### src/rtl/wb_stage_multilane.sv
// MEM/WB pipeline latch and multi-lane writeback: source select, same-destination
// conflict suppression, in-order halt and retire counting. Optional WB_BYPASS_EN adds decode bypass.
module wb_stage_multilane #(
  parameter int LANES   = 2,
  parameter int DATA_W  = 32,
  parameter int RADDR_W = 5,
  parameter int CNT_W   = 32
) (
  input  logic                      CLK,
  input  logic                      RST,
  input  logic                      stall,
  input  logic                      flush,
  input  logic [LANES-1:0]          mem_valid,
  input  logic [2*LANES-1:0]        mem_memtoreg,
  input  logic [DATA_W*LANES-1:0]   mem_port_o,
  input  logic [DATA_W*LANES-1:0]   mem_npc,
  input  logic [DATA_W*LANES-1:0]   mem_dmemload,
  input  logic [DATA_W*LANES-1:0]   mem_imm_ext,
  input  logic [LANES-1:0]          mem_regwen,
  input  logic [RADDR_W*LANES-1:0]  mem_rw,
  input  logic [LANES-1:0]          mem_halt,
  output logic [LANES-1:0]          wb_regwen,
  output logic [RADDR_W*LANES-1:0]  wb_rw,
  output logic [DATA_W*LANES-1:0]   wb_port_w,
  output logic                      wb_halt,
  output logic [CNT_W-1:0]          retire_cnt,
  input  logic [2*RADDR_W-1:0]      byp_rsel,
  output logic [1:0]                byp_hit,
  output logic [2*DATA_W-1:0]       byp_data
);

  logic [LANES-1:0]         valid_r;
  logic [2*LANES-1:0]       sel_r;
  logic [DATA_W*LANES-1:0]  port_o_r;
  logic [DATA_W*LANES-1:0]  npc_r;
  logic [DATA_W*LANES-1:0]  dmemload_r;
  logic [DATA_W*LANES-1:0]  imm_r;
  logic [LANES-1:0]         regwen_r;
  logic [RADDR_W*LANES-1:0] rw_r;
  logic [LANES-1:0]         halt_r;
  logic                     halt_sticky_r;
  logic [CNT_W-1:0]         cnt_r;

  logic [LANES-1:0]         killed_s;
  logic [LANES-1:0]         pre_wen_s;
  logic [LANES-1:0]         wen_s;
  logic                     halt_hit_s;
  logic [CNT_W-1:0]         live_cnt_s;
  logic [DATA_W*LANES-1:0]  port_w_s;

  // Pipeline latch: flush clears valids (and beats stall), stall holds, else capture.
  always_ff @(posedge CLK or posedge RST) begin
    if (RST) begin
      valid_r    <= '0;
      sel_r      <= '0;
      port_o_r   <= '0;
      npc_r      <= '0;
      dmemload_r <= '0;
      imm_r      <= '0;
      regwen_r   <= '0;
      rw_r       <= '0;
      halt_r     <= '0;
    end else if (flush) begin
      valid_r <= '0;
    end else if (!stall) begin
      valid_r    <= mem_valid;
      sel_r      <= mem_memtoreg;
      port_o_r   <= mem_port_o;
      npc_r      <= mem_npc;
      dmemload_r <= mem_dmemload;
      imm_r      <= mem_imm_ext;
      regwen_r   <= mem_regwen;
      rw_r       <= mem_rw;
      halt_r     <= mem_halt;
    end
  end

  // Sticky halt and retire counter; both freeze once halted.
  always_ff @(posedge CLK or posedge RST) begin
    if (RST) begin
      halt_sticky_r <= 1'b0;
      cnt_r         <= '0;
    end else begin
      if (!stall && !halt_sticky_r) begin
        cnt_r <= cnt_r + live_cnt_s;
      end
      if (halt_hit_s) begin
        halt_sticky_r <= 1'b1;
      end
    end
  end

  // Halt kills every younger lane in the bundle; the halt lane itself still retires.
  always_comb begin : halt_scan
    logic seen;
    seen       = 1'b0;
    killed_s   = '0;
    pre_wen_s  = '0;
    live_cnt_s = '0;
    for (int i = 0; i < LANES; i++) begin
      killed_s[i]  = seen;
      pre_wen_s[i] = valid_r[i] & regwen_r[i] & (rw_r[i*RADDR_W +: RADDR_W] != {RADDR_W{1'b0}})
                     & ~seen & ~halt_sticky_r;
      if (valid_r[i] && !seen) begin
        live_cnt_s = live_cnt_s + CNT_W'(1);
      end else begin
        live_cnt_s = live_cnt_s;
      end
      seen = seen | (valid_r[i] & halt_r[i]);
    end
    halt_hit_s = seen;
  end

  // An older lane yields to any younger effective writer of the same register.
  always_comb begin
    wen_s = pre_wen_s;
    for (int i = 0; i < LANES; i++) begin
      for (int j = i + 1; j < LANES; j++) begin
        wen_s[i] = wen_s[i] & ~(pre_wen_s[j] &
                   (rw_r[j*RADDR_W +: RADDR_W] == rw_r[i*RADDR_W +: RADDR_W]));
      end
    end
  end

  // Per-lane write data source select.
  always_comb begin
    port_w_s = '0;
    for (int i = 0; i < LANES; i++) begin
      case (sel_r[2*i +: 2])
        2'd0:    port_w_s[i*DATA_W +: DATA_W] = port_o_r[i*DATA_W +: DATA_W];
        2'd1:    port_w_s[i*DATA_W +: DATA_W] = npc_r[i*DATA_W +: DATA_W];
        2'd2:    port_w_s[i*DATA_W +: DATA_W] = dmemload_r[i*DATA_W +: DATA_W];
        2'd3:    port_w_s[i*DATA_W +: DATA_W] = imm_r[i*DATA_W +: DATA_W];
        default: port_w_s[i*DATA_W +: DATA_W] = port_o_r[i*DATA_W +: DATA_W];
      endcase
    end
  end

  assign wb_regwen  = wen_s;
  assign wb_rw      = rw_r;
  assign wb_port_w  = port_w_s;
  assign wb_halt    = halt_sticky_r;
  assign retire_cnt = cnt_r;

`ifdef WB_BYPASS_EN
  // Decode bypass: scanning oldest to youngest lets the youngest match win.
  always_comb begin
    byp_hit  = 2'b00;
    byp_data = '0;
    for (int p = 0; p < 2; p++) begin
      for (int i = 0; i < LANES; i++) begin
        if (wen_s[i] && (byp_rsel[p*RADDR_W +: RADDR_W] != {RADDR_W{1'b0}}) &&
            (byp_rsel[p*RADDR_W +: RADDR_W] == rw_r[i*RADDR_W +: RADDR_W])) begin
          byp_hit[p]                   = 1'b1;
          byp_data[p*DATA_W +: DATA_W] = port_w_s[i*DATA_W +: DATA_W];
        end else begin
          byp_hit[p] = byp_hit[p];
        end
      end
    end
  end
`else
  logic byp_unused_s;
  assign byp_unused_s = ^byp_rsel;
  assign byp_hit      = 2'b00;
  assign byp_data     = '0;
`endif

endmodule

### config.mk
export PLATFORM = sky130hd
export DESIGN_NAME = wb_stage_multilane
export DESIGN_NICKNAME = d
export VERILOG_FILES = /design/src/rtl/wb_stage_multilane.sv
export SDC_FILE = /design/constraint.sdc
export NUM_CORES = 1
export LEC_CHECK = 0
export ABC_AREA = 1
export CAP_MARGIN = 20
export CORE_ASPECT_RATIO = 0.6
export CORE_MARGIN = 4
export CORE_UTILIZATION = 35
export CTS_BUF_LIST = sky130_fd_sc_hd__clkbuf_4 sky130_fd_sc_hd__clkbuf_8
export CTS_CLUSTER_DIAMETER = 40
export DETAILED_ROUTE_END_ITERATION = 10
export DONT_BUFFER_PORTS = 1
export PLACE_DENSITY_LB_ADDON = 0.05
export SLEW_MARGIN = 15
export SYNTH_ARGS = -nofsm -noshare
export SYNTH_HDL_FRONTEND = slang
export SYNTH_SLANG_ARGS = --single-unit
### constraint.sdc
create_clock -name CLK -period 10 [get_ports CLK]
set_input_delay 1 -clock CLK [delete_from_list [all_inputs] [get_ports CLK]]
set_output_delay 1 -clock CLK [all_outputs]
set_load 0.01 [all_outputs]
==> flow_summary.yaml <==
grt:
  grt_pass1_vias: 10870
  antenna_found_initial: 3
  grt_max_degree: 131
  overflow: 0
  grt_pass1_wl_um: 67810
  grt_use_total_pct: 19.83
synth:
  synthTopCellsByCount: "975 x nand2_1, 309 x dfrtp_1, 103 x inv_1, 67 x o21ai_0, 66 x buf_4"
  ys_ff_latch: 309
  synth_top_area_cell: "dfrtp_1"
  yosys_warnings: 0
  ys_types: 29
  netlist_area_um2: 14290
  synth-seq-area-share_pct: 54.09
  synthCells: 1788
  synth_top_flop_cell: "dfrtp_1"
  synth.most_common_cell: "nand2_1"
  ys_async_sr_fraction_pct: 100.0
  avgSynthCellArea_um2: 7.995
  synth_edf_count: 0
  netlist_top_cells_area: "dfrtp_1 54%, nand2_1 26%, buf_4 3.5%"
  yosysTopAreaCellShare_pct: 54.09
clock_tree:
  cts_buffers: 54
  cts_buffer_depth: 3
  cts_root_buffer: "clkbuf_8"
  path_clk_slew_ps: 60
  clock-sinks: 309
  clock_latency_ps: 590
  cts_resized: 0
  cts_tree: "yes"
  cts_max_level: 2
  postCtsSetupBuffers: 0
  ctsHoldBuffers: 0
placement:
  pre_cts_ws_ps: 6023
  portBuffers: 0
  place.gp.congestion: 0.8165
  dp_hpwl_um: 30570
sta:
  hold_violations: 0
  rsz0062_at_grt: "false"
  setup_viol: 0
  tns_ps: 0
  clock.fmax_ghz: 0.2909
  setup_slack_ps: 6562
  worst_slew_pin_slew_ps: 1085
  slew_violations: 0
  fin_crit_sh_pct: 34.38
  fin_skew_ps: 12.63
  maxSlewHeadroom_pct: 27.65
  fin_crit_ps: 3438
critical_path:
  critPathKind: "register to output pin"
  reg2reg_slack_ps: 7450
  worstPathArrival_ps: 2440
  start_kind: "register"
  rr_endpoint: "retire_cnt[28]"
  reg2regPathDepth: 11
  r2r_start: "valid_r[0]"
  cp-end-kind: "output pin"
  crit_required_ps: 9000
  cp_max_fo: 19
route:
  viasPerCell: 4.718
  drc: 0
  dr.pass1.iters: 7
  drtIter0Drc: 674
  routed_wl_um: 44850
  wl_per_cell_um: 19.11
  ant_nets: 0
  num_vias: 11070
pwr:
  p_per_area_nw_per_um2: 203.0
  p_leak_nw: 7.993
  vdd_drop_max_v: 0.0001498
floorplan:
  dieArea_um2: 44250
  io_pins: 465
  die_w_um: 268.9
  die_h_um: 164.5
  core_area_um2: 40370
  start_util_pct: 35.41
  rows: 57
cells_and_area:
  final_nets: 2068
  fillers: 4291
  area_delta_synth_final_pct: 10.04
  drive_gt1_share_pct: 7.230
outcome:
  outcome: "finished clean"
run:
  maxCapViolCount: 0
worst_hold_path:
  hold_class: "input port to async pin"
## layer usage
metal  routed length (um)  global-route usage (%)  vias to the layer above  part of all wire [%]
met5                   13                       0                        -                 0.029
met4                  894                   4.581                        2                   2.0
met3                 3184                   6.075                       67                   7.1
met2                20700                   30.85                      266                    46
met1                20050                   27.38                     5327                    45
li1                     -                       -                     5410                     -
## through the flow
| stage | cells | utilization (%) | hold slack, ps | power [mW] | instance area, um2 |
|---|---|---|---|---|---|
| 6_report | 2347 | 38.97 | 390.3 | 3.194 | 15730 |
| 5_1_grt | 2344 | 38.95 | 461.6 | 3.395 | 15720 |
| 4_1_cts | 2341 | 38.81 | 451.0 | 3.253 | 15670 |
| 3_5_place_dp | 2247 | 35.92 | 458.4 | 1.965 | 14500 |
| 3_3_place_gp | 2245 | 35.82 | 455.6 | 1.951 | 14460 |
| 2_1_floorplan | 1853 | - | 442.0 | 1.830 | 14540 |
## state kept, by name, indices dropped and copies added, names as in the netlist, 4 cells and up
name,count
npc_r,64
imm_r,64
sel_r,4
port_o_r,64
dmemload_r,64
wb_rw,10
retire_cnt,32
## layout make-up
class	instances	area, um2	share of cell area (%)
well taps	531	664.4	4.224
clock inverters	7	95.09	0.6045
diodes	4	10.01	0.06363
flip-flops and latches	309	7732	49.16
clock buffers	87	1072	6.817
inverters	104	402.9	2.561
repair buffers	15	177.7	1.129
multi-input cells	1290	5575	35.44
## worst max-delay path, cell delays in order (launching register included)
cell and delay, ps:
dfrtp_1 440, inv_1 90, nor2_2 590, buf_4 430, nand2_1 90, o2111ai_1 190
## cell families (layout without fill, tap and decap cells)
kind of cell               after synthesis  after routing  share of synthesized area [%]
and+or+nand+nor                       1071           1071                          29.33
AOI/OAI and AO/OA                      125            125                          5.786
buffers and inverters                  254            213                          8.893
adders and majority gates                4              4                         0.4027
xor gates and xnor gates                24             24                          1.470
other                                    1             70                        0.02623
DFF                                    309            309                          54.09
## placed cells by master, fill, tap and decap left out, types with 3 or more instances in the layout
cell / count
ha_1: 3
a21oi_1: 3
nand3_1: 20
o21ai_0: 67
nor2_2: 5
xnor2_1: 12
diode_2: 4
nor3_1: 6
clkbuf_4: 20
clkbuf_8: 67
nand4_1: 24
nor2_4: 10
nor2_1: 25
dfrtp_1: 309
conb_1: 66
buf_4: 11
inv_1: 102
nand2_1: 975
xor2_1: 12
o2111ai_1: 52
## worst max-delay path by stage
stage                     startpoint             to  slack, ps  cells after the start
final                       sel_r[0]  wb_port_w[19]       6560                      5
after detailed placement       flush      imm_r[12]       6020                      4
after global routing        sel_r[0]  wb_port_w[14]       6330                      5
after CTS                   sel_r[0]  wb_port_w[26]       6460                      5
after global placement         flush    regwen_r[1]       6100                      5
after floorplan                  RST  dmemload_r[0]        460                      1
## power breakdown
group          switching, mW  internal [mW]  leakage (nW)
Sequential            0.0904           1.40          3.85
Combinational          0.322          0.125          3.52
Clock                  0.533          0.726         0.618
Note: power is estimated with default switching activity, not from simulation.
